<file path="config.mk">
export PLATFORM = sky130hd
export DESIGN_NAME = square_fsm
export DESIGN_NICKNAME = d
export VERILOG_FILES = /design/src/rtl/square_pkg.sv /design/src/rtl/square_fsm.sv
export SDC_FILE = /design/constraint.sdc
export NUM_CORES = 1
export LEC_CHECK = 0
export CORE_MARGIN = 5
export CORE_UTILIZATION = 60
export DETAILED_ROUTE_END_ITERATION = 8
export GPL_TIMING_DRIVEN = 0
export HOLD_SLACK_MARGIN = 0.02
export PLACE_DENSITY = 0.87
export SYNTH_ARGS = -nofsm -noshare
export SYNTH_HDL_FRONTEND = slang
export SYNTH_SLANG_ARGS = --single-unit
</file>
<file path="constraint.sdc">
create_clock -name clk -period 3.5 [get_ports clk]
set_input_delay 0.525 -clock clk [delete_from_list [all_inputs] [get_ports clk]]
set_output_delay 0.525 -clock clk [all_outputs]
set_load 0.03 [all_outputs]
</file>
<file path="src/rtl/square_pkg.sv">
// Shared types and defaults for the iterative squarer and its reference model.
package square_pkg;

    localparam int DEF_DATA_W = 8;

    typedef enum logic [1:0] {
        IDLE = 2'd0,
        ACC  = 2'd1,
        DONE = 2'd2
    } square_state_t;

endpackage

</file>
<file path="src/rtl/square_fsm.sv">
// Iterative squarer: n^2 built as the sum of the first n odd numbers,
// one addition per clock, with a one-cycle done strobe.
module square_fsm
    import square_pkg::*;
#(
    parameter int DATA_W = DEF_DATA_W
) (
    input  logic                  clk,
    input  logic                  rstn_i,
    input  logic                  enb_i,
    input  logic [DATA_W-1:0]     dt_i,
    output logic [2*DATA_W-1:0]   dt_o,
    output logic                  busy_o,
    output logic                  done_o
);

    square_state_t           state_q;
    logic [DATA_W-1:0]       cnt_q;
    logic [2*DATA_W-1:0]     acc_q;
    logic [DATA_W:0]         odd_q;
    logic [2*DATA_W-1:0]     dt_q;
    logic                    done_q;

    // The odd term reaches at most 2*(2^DATA_W-1)+1, so DATA_W+1 bits never wrap.
    always_ff @(posedge clk or negedge rstn_i) begin
        if (!rstn_i) begin
            state_q <= IDLE;
            cnt_q   <= '0;
            acc_q   <= '0;
            odd_q   <= (DATA_W+1)'(1);
            dt_q    <= '0;
            done_q  <= 1'b0;
        end else begin
            case (state_q)
                IDLE: begin
                    if (enb_i) begin
                        cnt_q   <= dt_i;
                        acc_q   <= '0;
                        odd_q   <= (DATA_W+1)'(1);
                        state_q <= ACC;
                    end
                end
                ACC: begin
                    if (cnt_q != '0) begin
                        acc_q <= acc_q + (2*DATA_W)'(odd_q);
                        odd_q <= odd_q + (DATA_W+1)'(2);
                        cnt_q <= cnt_q - DATA_W'(1);
                    end else begin
                        dt_q    <= acc_q;
                        done_q  <= 1'b1;
                        state_q <= DONE;
                    end
                end
                DONE: begin
                    done_q  <= 1'b0;
                    state_q <= IDLE;
                end
                default: begin
                    done_q  <= 1'b0;
                    state_q <= IDLE;
                end
            endcase
        end
    end

    assign dt_o   = dt_q;
    assign done_o = done_q;
    assign busy_o = (state_q != IDLE);

endmodule

</file>
== Yosys cells after proc, flatten, opt, wreduce, memory -nomap -nowiden ==
Index checks and enable logic that the tools add are counted.
Storage, ports and cells
  memories kept: 0
  input bits: 11
  latch bits: 0
  bits in read-only memories: 0
  word-level logic and storage cells: 37
  memory bits (writable): 0
  register bits after elaboration: 52
Cells by class
  div/mod/pow operators: 0
  shifts and indexed selects: 0
  $mul: 0
  add/sub/neg operators: 3
  reduce and logical (&&, ||, !) cells: 8
  bitwise logic cells: 2
  eq/ne operators: 4
  mux-type cells: 14
  $lt $le $gt $ge: 0
Operators by type and width (count)
  $mux 16: 2
  $pmux 16 s2: 1
  $mux 9: 2
  $pmux 9 s2: 1
  $add 16x9->16: 1
  $mux 8: 2
  $pmux 8 s2: 1
  $add 9x2->9 const B: 1
  $reduce_bool 8->1: 1
  $sub 8x1->8 const B: 1
  $ne 2x2->1 const B: 3
  $reduce_and 2->1: 3
  $mux 2: 2
  $pmux 2 s2: 1
  $reduce_bool 2->1: 2
  $reduce_and 3->1: 1
  $eq 2x1->1 const B: 1
  $logic_not 2->1: 1
  $not 1->1: 2
  $pmux 1 s2: 1
  $mux 1: 1

== Logic depth before layout (Yosys ltp) ==
  depth in word-level cells: 3
  gate-level depth with buffers: 9
  mapped depth without buffers: 9

== Worst setup path after synthesis ==
No wires, ideal clock.
  kind: reg-to-reg
  start: register odd_q[0]
  end: register acc_q[12]
  path slack: 1.398 ns
  cell stages (with the launch flop): 10
  period minus slack after synthesis: 2.102 ns
  arrival time: 1.970 ns
  buffers on the path: 0
  library setup time: 0.132 ns
  cell sequence: dfstp_2 > ha_1 > inv_1 > fa_1 > nand2b_1 > a21oi_1 > o211ai_1 > a211oi_1 > xnor2_1 > nor2_1
Between the ends
  longest elaborated chain between the ends: 3
RTL lines
  from (decl): line square_fsm.sv:20  | logic [DATA_W:0] odd_q;
  from (signal assigned): line square_fsm.sv:30  | odd_q <= (DATA_W+1)'(1);
  from (signal assigned): line square_fsm.sv:39  | odd_q <= (DATA_W+1)'(1);
  from (signal assigned): line square_fsm.sv:46  | odd_q <= odd_q + (DATA_W+1)'(2);
  $add 16x9->16: line square_fsm.sv:45  | acc_q <= acc_q + (2*DATA_W)'(odd_q);
  $mux 16: line square_fsm.sv:44  | if (cnt_q != '0) begin
  $pmux 16 s2: line square_fsm.sv:34  | case (state_q)
  to (signal assigned): line square_fsm.sv:45
  to (decl): line square_fsm.sv:19  | logic [2*DATA_W-1:0] acc_q;
No other way between the ends. The select of a mux whose other input is x is not followed.
A chain may end at the register's enable or synchronous reset.

== Worst setup path after layout ==
Ends and elaborated chain as after synthesis.

==> reports/metrics.yaml <==
sta:
  min_period_ns: 2.31
  fin_hold_ws_ns: 0.213
  clock.fmax_mhz: 432
  max_slew_margin_pct: 60.3
  slew_viol_final: 0
  hold_viol: 0
  worst_pin_slew_ns: 0.596
  finalCritPeriodShare_pct: 66.1
  skew_ns: 0.00511
  finalSetupViolations: 0
  rsz0062_at_grt: "false"
  setup_slack_ns: 1.19
  setup_tns_ns: 0
yosys:
  syn_area_sq_um: 2680
  synth_ff_type: "dfrtp_1"
  synth.area.top_cells: "dfrtp_1 (48%), ha_1 (5.6%), o21ai_0 (4.1%)"
  yosys.area.top_type: "dfrtp_1"
  async_reset_ff_share_pct: 100
  ys_types: 42
  synth.most_common_cell: "dfrtp_1"
  ys_warn_count: 0
  synth_seq_cells: 52
  synth-edff-count: 0
  synth_common_cells: "dfrtp_1 (51), nand2_1 (28), nor2_1 (23), o21ai_0 (22), a21oi_1 (18)"
  synth_nets: 295
  synth-seq-area-share_pct: 48.5
  avgSynthCellArea_sq_um: 9.90
  synth_top_area_share_pct: 47.6
  syn_inst: 271
placement:
  io_buffers: 28
  place_ws_ns: 1.21
  place.detailed.hpwl_mm: 4.14
  gp_congestion: 0.854
  dpl_cell_area_sq_um: 3040
cells_and_area:
  area_delta_synth_final_pct: 16.9
  nets: 331
  drive_gt1_share_pct: 10.4
  num_antenna_cells: 0
  fin_area_sq_um: 3140
  final_core_util_pct: 72.0
global_routing:
  antenna_found_initial: 0
  grt_usage_pct: 20.8
  overflow: 0
  grt_pass1_vias: 2219
  grt_max_degree: 28
  grt_pass1_wl_mm: 10.3
cts:
  cts.clk_slew.worst_paths_ns: 0.09
  cts-resized-gates: 0
  cts_hold_buf: 0
  clk_path_buf_depth: 2
  clock-sinks: 52
  cts_buffers: 5
  clockRootBuffer: "clkbuf_8"
  htreeDepth: 2
  clk_latency_ns: 0.30
  cts_tree: "done"
  cts_setup_buffers: 0
power_and_ir_drop:
  p_per_area_nw_per_um2: 824
  ir_drop_mv: 0.498
  p_leak_nw: 1.46
floorplan:
  start_util_pct: 61.6
  io_pins: 29
  die_h_microns: 76.9
  dieArea_sq_um: 5910
  die_w_microns: 76.9
  rows: 24
  core_sq_um: 4350
worst_setup_path:
  cp.arrival_ns: 2.49
  timing.rr.start: "odd_q[0]$_DFFE_PN1P_"
  crit_type: "reg -> reg"
  critPathMaxFanout: 4
  critPathRequiredTime_ns: 3.68
  critPathCaptureType: "flip-flop"
  startpoint_type: "flip-flop"
  cp-startpoint: "odd_q[0]$_DFFE_PN1P_"
drt:
  drc: 0
  viasPerCell: 5.89
  wl_per_cell_microns: 16.1
  drt_pass1_iterations: 4
  dr_total_vias: 2120
  finalWirelength_mm: 5.78
  dr.first_iter.drc_count: 132
  ant_nets: 0
run:
  drv_cap: 0
hold_path:
  hold_class: "in -> async"
status:
  status: "completed"
## metal layers
metal | vias up | part of all wire [%] | track usage (%)
li1 | 1036 | - | -
met1 | 1013 | 45 | 26.6
met2 | 56 | 49 | 35.1
met3 | 15 | 3.9 | 3.86
met4 | 0 | 2.4 | 7.52
met5 | - | 0 | 0
## final timing paths
kind                                               to  slack (ns)  depth (start not counted)
worst max-delay path            acc_q[12]$_DFFE_PN0P_        1.19                          9
worst min-delay path             cnt_q[3]$_DFFE_PN0P_        0.21                          1
worst max register to register  acc_q[12]$_DFFE_PN0P_        1.19                          9
worst min register to register   dt_o[13]$_DFFE_PN0P_        0.48                          2
max in group asynchronous       acc_q[11]$_DFFE_PN0P_        2.74                          2
min in group clk                 dt_o[13]$_DFFE_PN0P_        0.48                          2
## layout make-up
| class | instances | area [sq um] |
|---|---|---|
| multi-input combinational | 198 | 1300 |
| inverter | 10 | 38.8 |
| tap | 52 | 65.1 |
| clock inverter | 2 | 10.0 |
| buffer | 11 | 45.0 |
| sequential | 52 | 1300 |
| fill | 341 | 1220 |
| timing repair buffer | 29 | 295 |
| clock buffer | 6 | 82.6 |
## worst max-delay path: stages (launching register included)
cell and delay (ns):
dfstp_2 0.53, ha_1 0.16, inv_1 0.06, fa_1 0.37, nand2b_1 0.21, a21oi_1 0.19, o211ai_1 0.15, a211oi_1 0.30
xnor2_1 0.16, nor2_1 0.06
## layout by cell type, fill, tap and decap left out, types with 7 or more instances in the layout
cell type and n:
a21oi_1 18, inv_1 8, nand4_1 7, clkbuf_1 8, mux2_2 9, nand3_1 13, xor2_1 11, nand2_1 28
ha_1 12, nor2_1 23, o21ai_0 22, dfrtp_1 51, clkdlybuf4s50_1 27
## per-stage QoR
| step | power [mW] | cells |
|---|---|---|
| floorplan | 1.87 | 271 |
| global placement | 2.15 | 351 |
| detailed placement | 2.22 | 352 |
| CTS | 2.58 | 360 |
| global route | 2.80 | 360 |
| finish | 2.59 | 360 |
## cell families (layout without fill, tap and decap cells)
group                      after synthesis  after routing  share of synthesized area, %
and+or+nand+nor                         92             92                          16.8
AOI/OAI and AO/OA                       67             67                          15.9
DFF                                     52             52                          48.5
buffers and inverters                   21             58                          3.12
xor gates and xnor gates                17             17                          5.55
adders and majority gates               13             13                          6.34
muxes                                    9              9                          3.78
## registers in the layout (all words and copies together), names as in the netlist
register and count:
acc_q 16, cnt_q 8, done_o 1, dt_o 16
odd_q 9, state_q 2
## power breakdown
group | switching, mW | total (mW) | internal, mW
registers | 0.190 | 0.998 | 0.808
logic | 0.722 | 1.24 | 0.515
clock network | 0.193 | 0.351 | 0.158
total | 1.10 | 2.59 | 1.48
Note: power is estimated with default switching activity, not from simulation.
